===== src/rtl/alu_pkg.sv =====
// alu_pkg: Hack-style ALU control encoding and common op constants.
// Shared by alu_pipe (optional ALU_CARRY_EN build adds carry/ovf).
package alu_pkg;

    typedef struct packed {
        logic zx;
        logic nx;
        logic zy;
        logic ny;
        logic f;
        logic no;
    } alu_ctrl_t;

    localparam alu_ctrl_t ALU_ZERO      = 6'b101010;
    localparam alu_ctrl_t ALU_ONE       = 6'b111111;
    localparam alu_ctrl_t ALU_X         = 6'b001100;
    localparam alu_ctrl_t ALU_ADD       = 6'b000010;
    localparam alu_ctrl_t ALU_X_MINUS_Y = 6'b010011;
    localparam alu_ctrl_t ALU_AND       = 6'b000000;

endpackage


===== src/rtl/alu_pipe_stage.sv =====
// alu_pipe_stage: one valid/ready register slice, full throughput.
// Accepts a new beat whenever empty or when its own beat leaves.
module alu_pipe_stage #(
    parameter int W = 8
) (
    input  logic         clk,
    input  logic         rst,
    input  logic         in_valid,
    output logic         in_ready,
    input  logic [W-1:0] in_data,
    output logic         out_valid,
    input  logic         out_ready,
    output logic [W-1:0] out_data
);

    logic         valid_q;
    logic         valid_d;
    logic [W-1:0] data_q;
    logic [W-1:0] data_d;
    logic         adv;

    always_comb begin
        adv     = ~valid_q | out_ready;
        valid_d = adv ? in_valid : valid_q;
        data_d  = (adv & in_valid) ? in_data : data_q;
    end

    always_ff @(posedge clk) begin
        if (rst) begin
            valid_q <= 1'b0;
            data_q  <= '0;
        end else begin
            valid_q <= valid_d;
            data_q  <= data_d;
        end
    end

    assign in_ready  = adv;
    assign out_valid = valid_q;
    assign out_data  = data_q;

endmodule


===== src/rtl/alu_pipe.sv =====
// alu_pipe: 2-stage pipelined Hack ALU with valid/ready on both sides.
// Define ALU_CARRY_EN to add registered adder carry/ovf outputs.
module alu_pipe
    import alu_pkg::*;
#(
    parameter int WIDTH = 16
) (
    input  logic             clk,
    input  logic             rst,
    input  logic             in_valid,
    output logic             in_ready,
    input  logic [WIDTH-1:0] x,
    input  logic [WIDTH-1:0] y,
    input  alu_ctrl_t        ctrl,
    output logic             out_valid,
    input  logic             out_ready,
    output logic [WIDTH-1:0] out,
    output logic             zr,
    output logic             ng
`ifdef ALU_CARRY_EN
    ,
    output logic             carry,
    output logic             ovf
`endif
);

    localparam int S1_W = 2 * WIDTH + 2;
`ifdef ALU_CARRY_EN
    localparam int S2_W = WIDTH + 4;
`else
    localparam int S2_W = WIDTH + 2;
`endif

    logic [S1_W-1:0]  s1_in;
    logic [S1_W-1:0]  s1_data;
    logic             s1_valid;
    logic             s2_ready;
    logic [S2_W-1:0]  s2_in;
    logic [S2_W-1:0]  s2_data;

    logic [WIDTH-1:0] xp;
    logic [WIDTH-1:0] yp;
    logic             fs;
    logic             ns;
    logic [WIDTH-1:0] res;
    logic [WIDTH-1:0] fin;

    function automatic logic [WIDTH-1:0] preset(
        input logic [WIDTH-1:0] v,
        input logic             z,
        input logic             n
    );
        logic [WIDTH-1:0] t;
        t = z ? '0 : v;
        return n ? ~t : t;
    endfunction

    always_comb begin
        s1_in = {preset(x, ctrl.zx, ctrl.nx),
                 preset(y, ctrl.zy, ctrl.ny),
                 ctrl.f, ctrl.no};
    end

    alu_pipe_stage #(.W(S1_W)) u_s1 (
        .clk       (clk),
        .rst       (rst),
        .in_valid  (in_valid),
        .in_ready  (in_ready),
        .in_data   (s1_in),
        .out_valid (s1_valid),
        .out_ready (s2_ready),
        .out_data  (s1_data)
    );

    assign {xp, yp, fs, ns} = s1_data;

`ifdef ALU_CARRY_EN
    logic [WIDTH:0] sum;
    logic           co;
    logic           vo;

    // carry/ovf come from the raw adder, before the no inversion
    always_comb begin
        sum = {1'b0, xp} + {1'b0, yp};
        co  = fs & sum[WIDTH];
        vo  = fs & (xp[WIDTH-1] == yp[WIDTH-1])
                 & (sum[WIDTH-1] != xp[WIDTH-1]);
        res = fs ? sum[WIDTH-1:0] : (xp & yp);
        fin = ns ? ~res : res;
        s2_in = {fin, ~|fin, fin[WIDTH-1], co, vo};
    end
`else
    logic [WIDTH-1:0] sum;

    always_comb begin
        sum   = xp + yp;
        res   = fs ? sum : (xp & yp);
        fin   = ns ? ~res : res;
        s2_in = {fin, ~|fin, fin[WIDTH-1]};
    end
`endif

    alu_pipe_stage #(.W(S2_W)) u_s2 (
        .clk       (clk),
        .rst       (rst),
        .in_valid  (s1_valid),
        .in_ready  (s2_ready),
        .in_data   (s2_in),
        .out_valid (out_valid),
        .out_ready (out_ready),
        .out_data  (s2_data)
    );

`ifdef ALU_CARRY_EN
    assign {out, zr, ng, carry, ovf} = s2_data;
`else
    assign {out, zr, ng} = s2_data;
`endif

endmodule


===== config.mk =====
export PLATFORM = sky130hd
export DESIGN_NAME = alu_pipe
export DESIGN_NICKNAME = d
export VERILOG_FILES = /design/src/rtl/alu_pkg.sv /design/src/rtl/alu_pipe_stage.sv /design/src/rtl/alu_pipe.sv
export SDC_FILE = /design/constraint.sdc
export NUM_CORES = 1
export LEC_CHECK = 0
export CAP_MARGIN = 10
export CORE_UTILIZATION = 33
export CTS_CLUSTER_SIZE = 16
export DETAILED_ROUTE_END_ITERATION = 16
export PLACE_DENSITY = 0.66
export SYNTH_ARGS = -nofsm -noshare
export SYNTH_HDL_FRONTEND = slang
export SYNTH_SLANG_ARGS = --single-unit
export TNS_END_PERCENT = 5

===== constraint.sdc =====
create_clock -name clk -period 3.9 [get_ports clk]
set_input_delay 1.17 -clock clk [delete_from_list [all_inputs] [get_ports clk]]
set_output_delay 1.17 -clock clk [all_outputs]
set_load 0.01 [all_outputs]

==> results of run 1 <==
==> worst register-to-register path, delay by kind of cell (launching register included) <==
family	cells	cell delay, ns
flip-flops	1	0.34
adder cells (fa/ha/maj)	2	0.64
AND/OR/NAND/NOR	2	0.72
AO/OA/AOI/OAI	6	1.20
==> synthesized netlist by cell type (all sizes together), types with 6 or more instances <==
cell type / instances
mux2i: 7
xor2: 7
nand2: 28
nor2: 58
a21oi: 25
nor2b: 38
a21o: 7
a211oi: 37
o21ai: 9
ha: 16
buf: 6
clkbuf: 24
nor3: 6
xnor2: 42
a31oi: 6
dfxtp: 53
and3: 6
==> worst max-delay path by stage <==
stage	depth (start not counted)	end
2_1_floorplan	10	u_s2.out_data[1]$_SDFFE_PP0P_
3_3_place_gp	4	in_ready
3_5_place_dp	4	in_ready
4_1_cts	4	in_ready
5_1_grt	4	in_ready
6_report	4	in_ready
==> logic make-up after synthesis <==
| logic type | count (synthesis) |
|---|---|
| DFF | 53 |
| xor gates and xnor gates | 49 |
| adders and majority gates | 17 |
| buffers and inverters | 34 |
| and+or+nand+nor | 164 |
| AOI/OAI and AO/OA | 110 |
| muxes | 10 |
==> power by group through the flow <==
stage	Combinational (uW)	Clock (uW)	Sequential, uW
after floorplan	279	0	614
after global placement	392	0	614
after detailed placement	397	0	616
after CTS	398	365	603
after global routing	442	389	609
final	396	351	602
==> placed cells by master (no fill, tap or decap), types with 3 or more instances in the layout <==
master	count
nand3b_1	5
nor3b_1	4
nand3_1	3
xnor2_1	42
o21ai_0	6
a211oi_1	37
nor2b_1	38
o21ai_1	3
and4_1	3
and3_1	5
inv_1	3
clkbuf_8	7
clkdlybuf4s50_1	60
o21a_1	3
xor2_1	7
nand2b_1	3
nor2_1	58
a21o_1	6
a31oi_1	5
ha_1	16
o31ai_1	3
nand2_1	28
a21oi_1	25
mux2_2	3
mux2i_1	7
dfxtp_1	53
buf_4	8
nor4_1	3
nor3_1	5
==> per-stage QoR <==
stage                     utilization  cells  hold WS, ns  power, uW
final                          0.4237    620       0.4575       1349
after global routing           0.4237    620       0.4848       1439
after CTS                      0.4237    620       0.4606       1366
after detailed placement       0.4136    612       0.4467       1012
after global placement         0.4136    612       0.4395       1006
after floorplan                     -    437       0.4761      892.4
==> registers in the layout, indices dropped and copies added, names as in the netlist <==
register / cells
u_s1.out_data: 34
u_s2.out_data: 17
u_s2.out_valid: 1
u_s1.out_valid: 1
==> area by class of cell <==
cell class | instances | share of cell area
Multi-Input combinational cell | 350 | 0.5430
Sequential cell | 53 | 0.2404
Timing Repair Buffer | 69 | 0.1508
Tap cell | 136 | 0.03856
Clock buffer | 7 | 0.02183
Inverter | 4 | 0.003402
Clock inverter | 1 | 0.001985
==> layer usage <==
layer	routed length [um]	GRT usage	vias up
li1	-	-	1637
met1	4137	0.2050	1353
met2	3354	0.2296	69
met3	319	0.02330	4
met4	70	0.03175	0
met5	0	0	-
==> flow_summary.ini, run 1 <==
[outcome]
status = finished, final reports clean

[synth]
synth_top_family_by_area = simple AND/OR/NAND/NOR gates
ys_ff_latch = 53
syn_nets = 496
ys_types = 57
synth_edf_count = 0
yosysWarnings = 0
ys.flop_type = dfxtp_1
synth_cells = 437
synth_area_leaders = dfxtp_1, xnor2_1, a211oi_1, nor2b_1, nor2_1
muxShareOfSynthArea = 0.02894
synth_compound_area_frac = 0.2242
synth_top_cell_area_share = 0.2957
yosysTopAreaCell = dfxtp_1
syn_area_sq_um = 3588
synth_xor_area_frac = 0.1196
synthAdderAreaFrac = 0.06137
syn_avg_cell_area_sq_um = 8.212
synthArstFlopShare = 0
yosysSeqAreaShare = 0.2957
synth_simple_gate_area_frac = 0.2333

[critical_path]
critical_path.top_delay_family = buffers and inverters
cp_cell_sequence = clkdlybuf4s50_1, nor2b_1, nand2_1, clkdlybuf4s50_1
slowest_stage = clkdlybuf4s50_1
setup.worst_path.start = out_ready
worstPathMaxFanout = 5
path_buf_inv = 2
end_kind = output port
regToRegSetupSlack_ns = 0.91
critical_path.startpoint_type = input port
worstRegToRegCells = 10
crit_top_cell = clkdlybuf4s50_1
crit_required_ns = 2.73
r2r-start = u_s1.out_data[18]$_SDFFE_PP0P_
rr_endpoint = u_s2.out_data[1]$_SDFFE_PP0P_
slowest_delay_ns = 0.48
crit_type = in -> out
cp.arrival_ns = 2.43

[timing]
rsz0062_at_grt = no
worstMarginPinSlew_ns = 0.8134
finalSetupTns_ns = 0
hold_violations = 0
clock_skew_ns = 0.007718
finalCriticalPeriod_ns = 3.603
slew_violations = 0
setup_violations = 0
slew_headroom = 0.4560
fin_ws_ns = 0.2974
fmaxAchievable_mhz = 277.6
min_period_over_period = 0.9237

[clocking]
numCtsBuffers = 5
clk_pin_slew_ns = 0.09
clk_path_buf_depth = 2
cts.root.buffer_cell = clkbuf_8
ctsHoldBuffers = 0
cts_resized = 0
cts_sinks = 53
cts_tree = built
htree_levels = 2
clk_latency_ns = 0.31
post_cts_buffers = 0

[global_routing]
grt_max_degree = 43
grt_usage = 0.1449
grt_pass1_wl_mm = 13.33
overflow = 0
grt_pass1_vias = 2770
grt_antenna_before_repair = 0

[layout]
regArea_sq_um = 1061
nets = 542
antenna_cells = 0
fin_area_sq_um = 4413
drive_gt1_frac = 0.06818
nFillCells = 1088
area_delta_synth_final_pct = 22.98
multi_input_area_sq_um = 2396

[route]
viasPerCell = 4.940
num_vias = 3063
drt-initial-drc-count = 101
wl_per_cell_um = 12.71
first_pass_iters = 4
wl_mm = 7.881
route.detailed.drc = 0
ant_nets = 0

[pwr]
switching_power_uw = 411.8
pwr-share-comb = 0.294
seqPwrFrac = 0.446
pwr-share-clk = 0.260
p_sw_frac = 0.3052
leakage_uw = 0.001645
ir_drop_uv = 193.6
cellInternalPower_uw = 937.4
power-per-cell-area_nw_per_um2 = 305.7

[floorplanning]
boundaryPins = 62
dieArea_sq_um = 11300
initial_utilization = 0.3445
rows = 37
die_w_um = 106.3
die_h_um = 106.3
core_area_sq_um = 10420

[hold_path]
min_path_type = reg -> reg
whs_endpoint = u_s2.out_data[13]$_SDFFE_PP0P_
hold_start = u_s2.out_data[13]$_SDFFE_PP0P_
whs_path_depth = 2

[placement]
place_congestion = 0.8523
placed_cell_area_sq_um = 4308
io_buffer_count = 61
dp_hpwl_mm = 6.147
dp_slack_ns = 0.2981

[run]
drv_cap = 0
No activity file was read; power rests on OpenSTA's default activity.
==> inputs of run 2 (changes only) <==
--- a/config.mk
+++ b/config.mk
@@ -7,9 +7,10 @@
 export LEC_CHECK = 0
 export CAP_MARGIN = 10
 export CORE_UTILIZATION = 33
+export CTS_CLUSTER_DIAMETER = 30
 export CTS_CLUSTER_SIZE = 16
 export DETAILED_ROUTE_END_ITERATION = 16
-export PLACE_DENSITY = 0.66
+export PLACE_DENSITY = 0.68
 export SYNTH_ARGS = -nofsm -noshare
 export SYNTH_HDL_FRONTEND = slang
 export SYNTH_SLANG_ARGS = --single-unit
==> constraint.sdc (replaced) <==
create_clock -name clk -period 3 [get_ports clk]
set_input_delay 0.9 -clock clk [delete_from_list [all_inputs] [get_ports clk]]
set_output_delay 0.9 -clock clk [all_outputs]
set_load 0.01 [all_outputs]
==> run 2 against run 1 <==
  * Global-route usage is 0.26 points higher
  * Routed wire length is 2.4% higher
  * Combinational power is 32% higher
  * Worst setup slack worse by 0.13 ns
  * Clock skew is 0.0030 ns lower
  * Via count is 4.1% higher
  * Die area stayed put
  * First-iteration DRC count is 130% higher
  * Utilization is 0.41 points higher
  * Power is 30% higher
  * Critical path type is now reg -> reg
==> flow_summary.ini, run 2 (synthesis results as in run 1) <==
[timing]
fmaxAchievable_mhz = 352.9
slew_violations = 0
finalCriticalPeriod_ns = 2.834
clock_skew_ns = 0.004702
slew_headroom = 0.5754
fin_ws_ns = 0.1664
worstMarginPinSlew_ns = 0.6350
setup_violations = 0
min_period_over_period = 0.9445
rsz0062_at_grt = no
hold_violations = 0

[global_routing]
grt_pass1_wl_mm = 13.78
grt_antenna_before_repair = 0
grt_pass1_vias = 2917
grt_usage = 0.1475
grt_max_degree = 68
overflow = 0

[pwr]
pwr-share-clk = 0.256
leakage_uw = 0.001655
cellInternalPower_uw = 1224
switching_power_uw = 533.9
p_sw_frac = 0.3038
pwr-share-comb = 0.297
seqPwrFrac = 0.448
ir_drop_uv = 225.4
power-per-cell-area_nw_per_um2 = 394.5

[layout]
area_delta_synth_final_pct = 24.16
final_common_cell = clkdlybuf4s50_1
final_cells = 622
nets = 544
drive_gt1_frac = 0.07819
largest_register_ffs = 34
antenna_cells = 0
nFillCells = 1064
mostFrequentLayoutCells = clkdlybuf4s50_1, nor2_1, dfxtp_1
fin_area_sq_um = 4456

[floorplanning]
boundaryPins = 62
dieArea_sq_um = 11300
core_area_sq_um = 10420
die_w_um = 106.3
die_h_um = 106.3
rows = 37
initial_utilization = 0.3445

[critical_path]
crit_type = reg -> reg
path_buf_inv = 0
critical_path.startpoint_type = flop
slowest_delay_ns = 0.51
cp_cell_sequence = ha_2, fa_2, a21o_1, a22oi_4, a2111oi_2, or4_4, a31oi_4, and4_1, o2111ai_1, o31ai_2
end_kind = flop
critical_path.top_delay_family = compound AO/OA/AOI/OAI gates
crit_required_ns = 3.23
worstPathMaxFanout = 5
cp.arrival_ns = 3.06
slowest_stage = or4_4

[clocking]
ctsHoldBuffers = 0
htree_levels = 2
clk_latency_ns = 0.30
clk_path_buf_depth = 2
clk_pin_slew_ns = 0.10
cts_sinks = 53
numCtsBuffers = 5
cts_tree = built
cts.root.buffer_cell = clkbuf_8

[route]
viasPerCell = 5.125
wl_mm = 8.071
first_pass_iters = 4
num_vias = 3188
route.detailed.drc = 0
ant_nets = 0
wl_per_cell_um = 12.98
drt-initial-drc-count = 233

[hold_path]
min_path_type = reg -> reg

[placement]
place_congestion = 0.9142
placed_cell_area_sq_um = 4328
dp_slack_ns = -0.05582
dp_hpwl_mm = 6.308
dp_cells = 613
io_buffer_count = 61

[run]
drv_cap = 0

[outcome]
status = finished, final reports clean
==> run 2: power groups by stage <==
| stage | registers, uW | logic, uW | clock network [uW] |
|---|---|---|---|
| floorplan | 798 | 362 | 0 |
| global placement | 801 | 508 | 0 |
| detailed placement | 804 | 518 | 0 |
| CTS | 787 | 521 | 469 |
| global route | 794 | 576 | 503 |
| finish | 787 | 521 | 449 |
==> run 2: final timing paths <==
check / startpoint / to / slack (ns) / cells after the start
min: u_s2.out_data[3]$_SDFFE_PP0P_ / u_s2.out_data[3]$_SDFFE_PP0P_ / 0.46 / 2
min reg2reg: u_s2.out_data[3]$_SDFFE_PP0P_ / u_s2.out_data[3]$_SDFFE_PP0P_ / 0.46 / 2
max: u_s1.out_data[2]$_SDFFE_PP0P_ / u_s2.out_data[1]$_SDFFE_PP0P_ / 0.17 / 10
max reg2reg: u_s1.out_data[2]$_SDFFE_PP0P_ / u_s2.out_data[1]$_SDFFE_PP0P_ / 0.17 / 10
==> run 2: routing by layer <==
layer	vias up	global-route usage	share of wire	wire length (um)
li1	1644	-	-	-
met1	1442	0.2065	0.48	3905
met2	98	0.2375	0.45	3640
met3	4	0.02207	0.059	475
met4	0	0.03274	0.0062	50
met5	-	0	0	0
==> run 2: what timing repair did <==
| item | CTS | global route |
|---|---|---|
| buffers inserted | 0 | 1 |
| pin swaps | 0 | 1 |
| cloned | 0 | 0 |
| endpoints found under the setup margin | 1 | 2 |
| resized for setup | 1 | 4 |
==> run 2: cell type report <==
| type | instances | area [sq um] | share of cell area |
|---|---|---|---|
| well taps | 136 | 170.2 | 0.03819 |
| flip-flops and latches | 53 | 1061 | 0.2381 |
| clock buffers | 7 | 96.34 | 0.02162 |
| multi-input cells | 350 | 2409 | 0.5406 |
| inverters | 4 | 15.01 | 0.003370 |
| repair buffers | 71 | 695.7 | 0.1561 |
| clock inverters | 1 | 8.758 | 0.001966 |
==> run 2: per-stage QoR <==
step	hold slack (ns)	power (uW)	util	setup TNS, ns
2_1_floorplan	0.4761	1160	-	0
3_3_place_gp	0.4468	1309	0.4155	-0.002164
3_5_place_dp	0.4504	1321	0.4155	-0.05582
4_1_cts	0.4634	1777	0.4258	0
5_1_grt	0.4875	1873	0.4277	0
6_report	0.4598	1758	0.4277	0
==> run 2: worst register-to-register path: stages, from the launching register on <==
cell and delay, ns:
dfxtp_1 0.33, ha_2 0.22, fa_2 0.36, a21o_1 0.23, a22oi_4 0.27, a2111oi_2 0.12, or4_4 0.51, a31oi_4 0.22
and4_1 0.21, o2111ai_1 0.12, o31ai_2 0.18
==> inputs of run 3 (changes only) <==
--- a/config.mk
+++ b/config.mk
@@ -5,6 +5,7 @@
 export SDC_FILE = /design/constraint.sdc
 export NUM_CORES = 1
 export LEC_CHECK = 0
+export ABC_AREA = 1
 export CAP_MARGIN = 10
 export CORE_UTILIZATION = 33
 export CTS_CLUSTER_DIAMETER = 30
==> constraint.sdc (replaced) <==
create_clock -name clk -period 2.6 [get_ports clk]
set_input_delay 0.78 -clock clk [delete_from_list [all_inputs] [get_ports clk]]
set_output_delay 0.78 -clock clk [all_outputs]
set_load 0.01 [all_outputs]
==> run 3 against run 2 <==
  * First-iteration DRC count is 34% higher
  * Power is 30% higher
  * Highest routed layer unchanged
  * Clock skew is 0.0077 ns higher
  * Sequential share of layout area is 1.2 points lower
  * Largest cell class unchanged
  * Synthesized area is 5.6% higher
==> flow_summary.ini, run 3 <==
[synth]
syn_nets = 652
synth.most_common_cell = nand2_1
netlist_top_cells_count = nand2_1, nand3_1, inv_1
syn_area_sq_um = 3791
ys_ff_latch = 53
yosysWarnings = 0
ys_types = 29
synth_edf_count = 0
synth_cells = 593
synthArstFlopShare = 0
synth_top_cell_area_share = 0.2799
ys.flop_type = dfxtp_1
yosysSeqAreaShare = 0.2799
synth_area_leaders = dfxtp_1, nand2_1, nand3_1, xor2_1, inv_1
yosysTopAreaCell = dfxtp_1
syn_avg_cell_area_sq_um = 6.393

[timing]
finalCriticalPeriod_ns = 2.408
finalSetupTns_ns = 0
hold_violations = 0
slew_violations = 0
slew_headroom = 0.6111
fin_ws_ns = 0.1916
rsz0062_at_grt = no
min_period_over_period = 0.9263
worstMarginPinSlew_ns = 0.5827
setup_violations = 0
clock_skew_ns = 0.01240
fmaxAchievable_mhz = 415.2

[run]
drv_cap = 0

[clocking]
htree_levels = 2
clk_pin_slew_ns = 0.07
numCtsBuffers = 5
ctsHoldBuffers = 0
cts.root.buffer_cell = clkbuf_16
clk_latency_ns = 0.30
clk_path_buf_depth = 2
cts_sinks = 53
cts_tree = built

[global_routing]
grt_usage = 0.1624
grt_antenna_before_repair = 0
grt_pass1_vias = 3398
grt_pass1_wl_mm = 15.51
overflow = 0
grt_max_degree = 65

[critical_path]
cp.arrival_ns = 1.63
path_depth = 4
path_buf_inv = 3
crit_type = in -> out
slowest_delay_ns = 0.45
slowest_stage = clkdlybuf4s50_1
cp_cell_sequence = clkdlybuf4s50_1, inv_1, nand3_1, dlygate4sd2_1
end_kind = output port
critical_path.startpoint_type = input port
crit_required_ns = 1.82
worstRegToRegCells = 15
worstPathMaxFanout = 2
critical_path.top_delay_family = buffers and inverters

[layout]
mostFrequentLayoutCells = nand2_1, nand3_1, inv_1
final_cells = 787
area_delta_synth_final_pct = 23.93
final_common_cell = nand2_1
multi_input_area_sq_um = 2318
regArea_sq_um = 1061
nets = 705
drive_gt1_frac = 0.06491
antenna_cells = 0
nFillCells = 1208
largest_register_ffs = 34

[floorplanning]
boundaryPins = 62
dieArea_sq_um = 11920
die_w_um = 109.2
initial_utilization = 0.3437
rows = 38
die_h_um = 109.2
core_area_sq_um = 11030

[placement]
dp_hpwl_mm = 7.062
dp_slack_ns = -0.07897
io_buffer_count = 61
dp_cells = 779
place_congestion = 0.9086

[route]
first_pass_iters = 5
drt-initial-drc-count = 313
wl_mm = 9.131
num_vias = 3796
route.detailed.drc = 0
ant_nets = 0
viasPerCell = 4.823
wl_per_cell_um = 11.60

[pwr]
ir_drop_uv = 366.6
leakage_uw = 0.002279
total_power_uw = 2286
power-per-cell-area_nw_per_um2 = 486.6

[outcome]
status = finished, final reports clean

[hold_path]
whs_path_depth = 2
min_path_type = reg -> reg
run 3: final timing paths:
kind         slack [ns]                           start                             to
max                0.19                       out_ready                       in_ready
min                0.49   u_s2.out_data[1]$_SDFFE_PP0P_  u_s2.out_data[1]$_SDFFE_PP0P_
max reg2reg        0.29  u_s1.out_data[18]$_SDFFE_PP0P_  u_s2.out_data[1]$_SDFFE_PP0P_
min reg2reg        0.49   u_s2.out_data[1]$_SDFFE_PP0P_  u_s2.out_data[1]$_SDFFE_PP0P_
run 3: cell type report:
type,count,area share
Tap cell,140,0.03728
Clock buffer,6,0.02956
Inverter,68,0.05433
Multi-Input combinational cell,444,0.4935
Clock inverter,2,0.003728
Sequential cell,53,0.2258
Timing Repair Buffer,74,0.1558
run 3: cell families (layout without fill, tap and decap cells):
| logic type | after synthesis | in the layout | share of synthesized area |
|---|---|---|---|
| compound gates | 101 | 101 | 0.1442 |
| xor+xnor | 34 | 34 | 0.07855 |
| fa+ha+maj | 17 | 17 | 0.05809 |
| buf+inv | 96 | 150 | 0.1086 |
| flops | 53 | 53 | 0.2799 |
| simple gates | 292 | 292 | 0.3307 |
run 3: what timing repair did:
action / in CTS / in global routing
gates resized for setup: 1 / 0
endpoints found under the setup margin: 1 / 0
buffers inserted: 0 / 0
run 3: metal layers:
| metal | GRT usage | routed length (um) | up-vias |
|---|---|---|---|
| li1 | - | - | 2006 |
| met1 | 0.2314 | 4616 | 1661 |
| met2 | 0.2511 | 3826 | 122 |
| met3 | 0.02630 | 610 | 7 |
| met4 | 0.04476 | 76 | 0 |
| met5 | 0 | 0 | - |
run 3: power by group:
group          switching, uW  internal [uW]
Sequential              37.9            876
Clock                    311            389
Combinational            385            288
run 3: stage by stage:
| stage | hold WS (ns) | cell area (sq um) | utilization |
|---|---|---|---|
| global placement | 0.4776 | 4543 | 0.4119 |
| detailed placement | 0.4774 | 4543 | 0.4119 |
| CTS | 0.4879 | 4698 | 0.4259 |
| finish | 0.4881 | 4698 | 0.4259 |
| floorplan | 0.5015 | 3791 | - |
| global route | 0.5010 | 4698 | 0.4259 |
run 3: tightest hold or removal path, stage by stage (launching register included):
cell,delay [ns]
dfxtp_1,0.32
nand2_1,0.08
a21oi_2,0.05
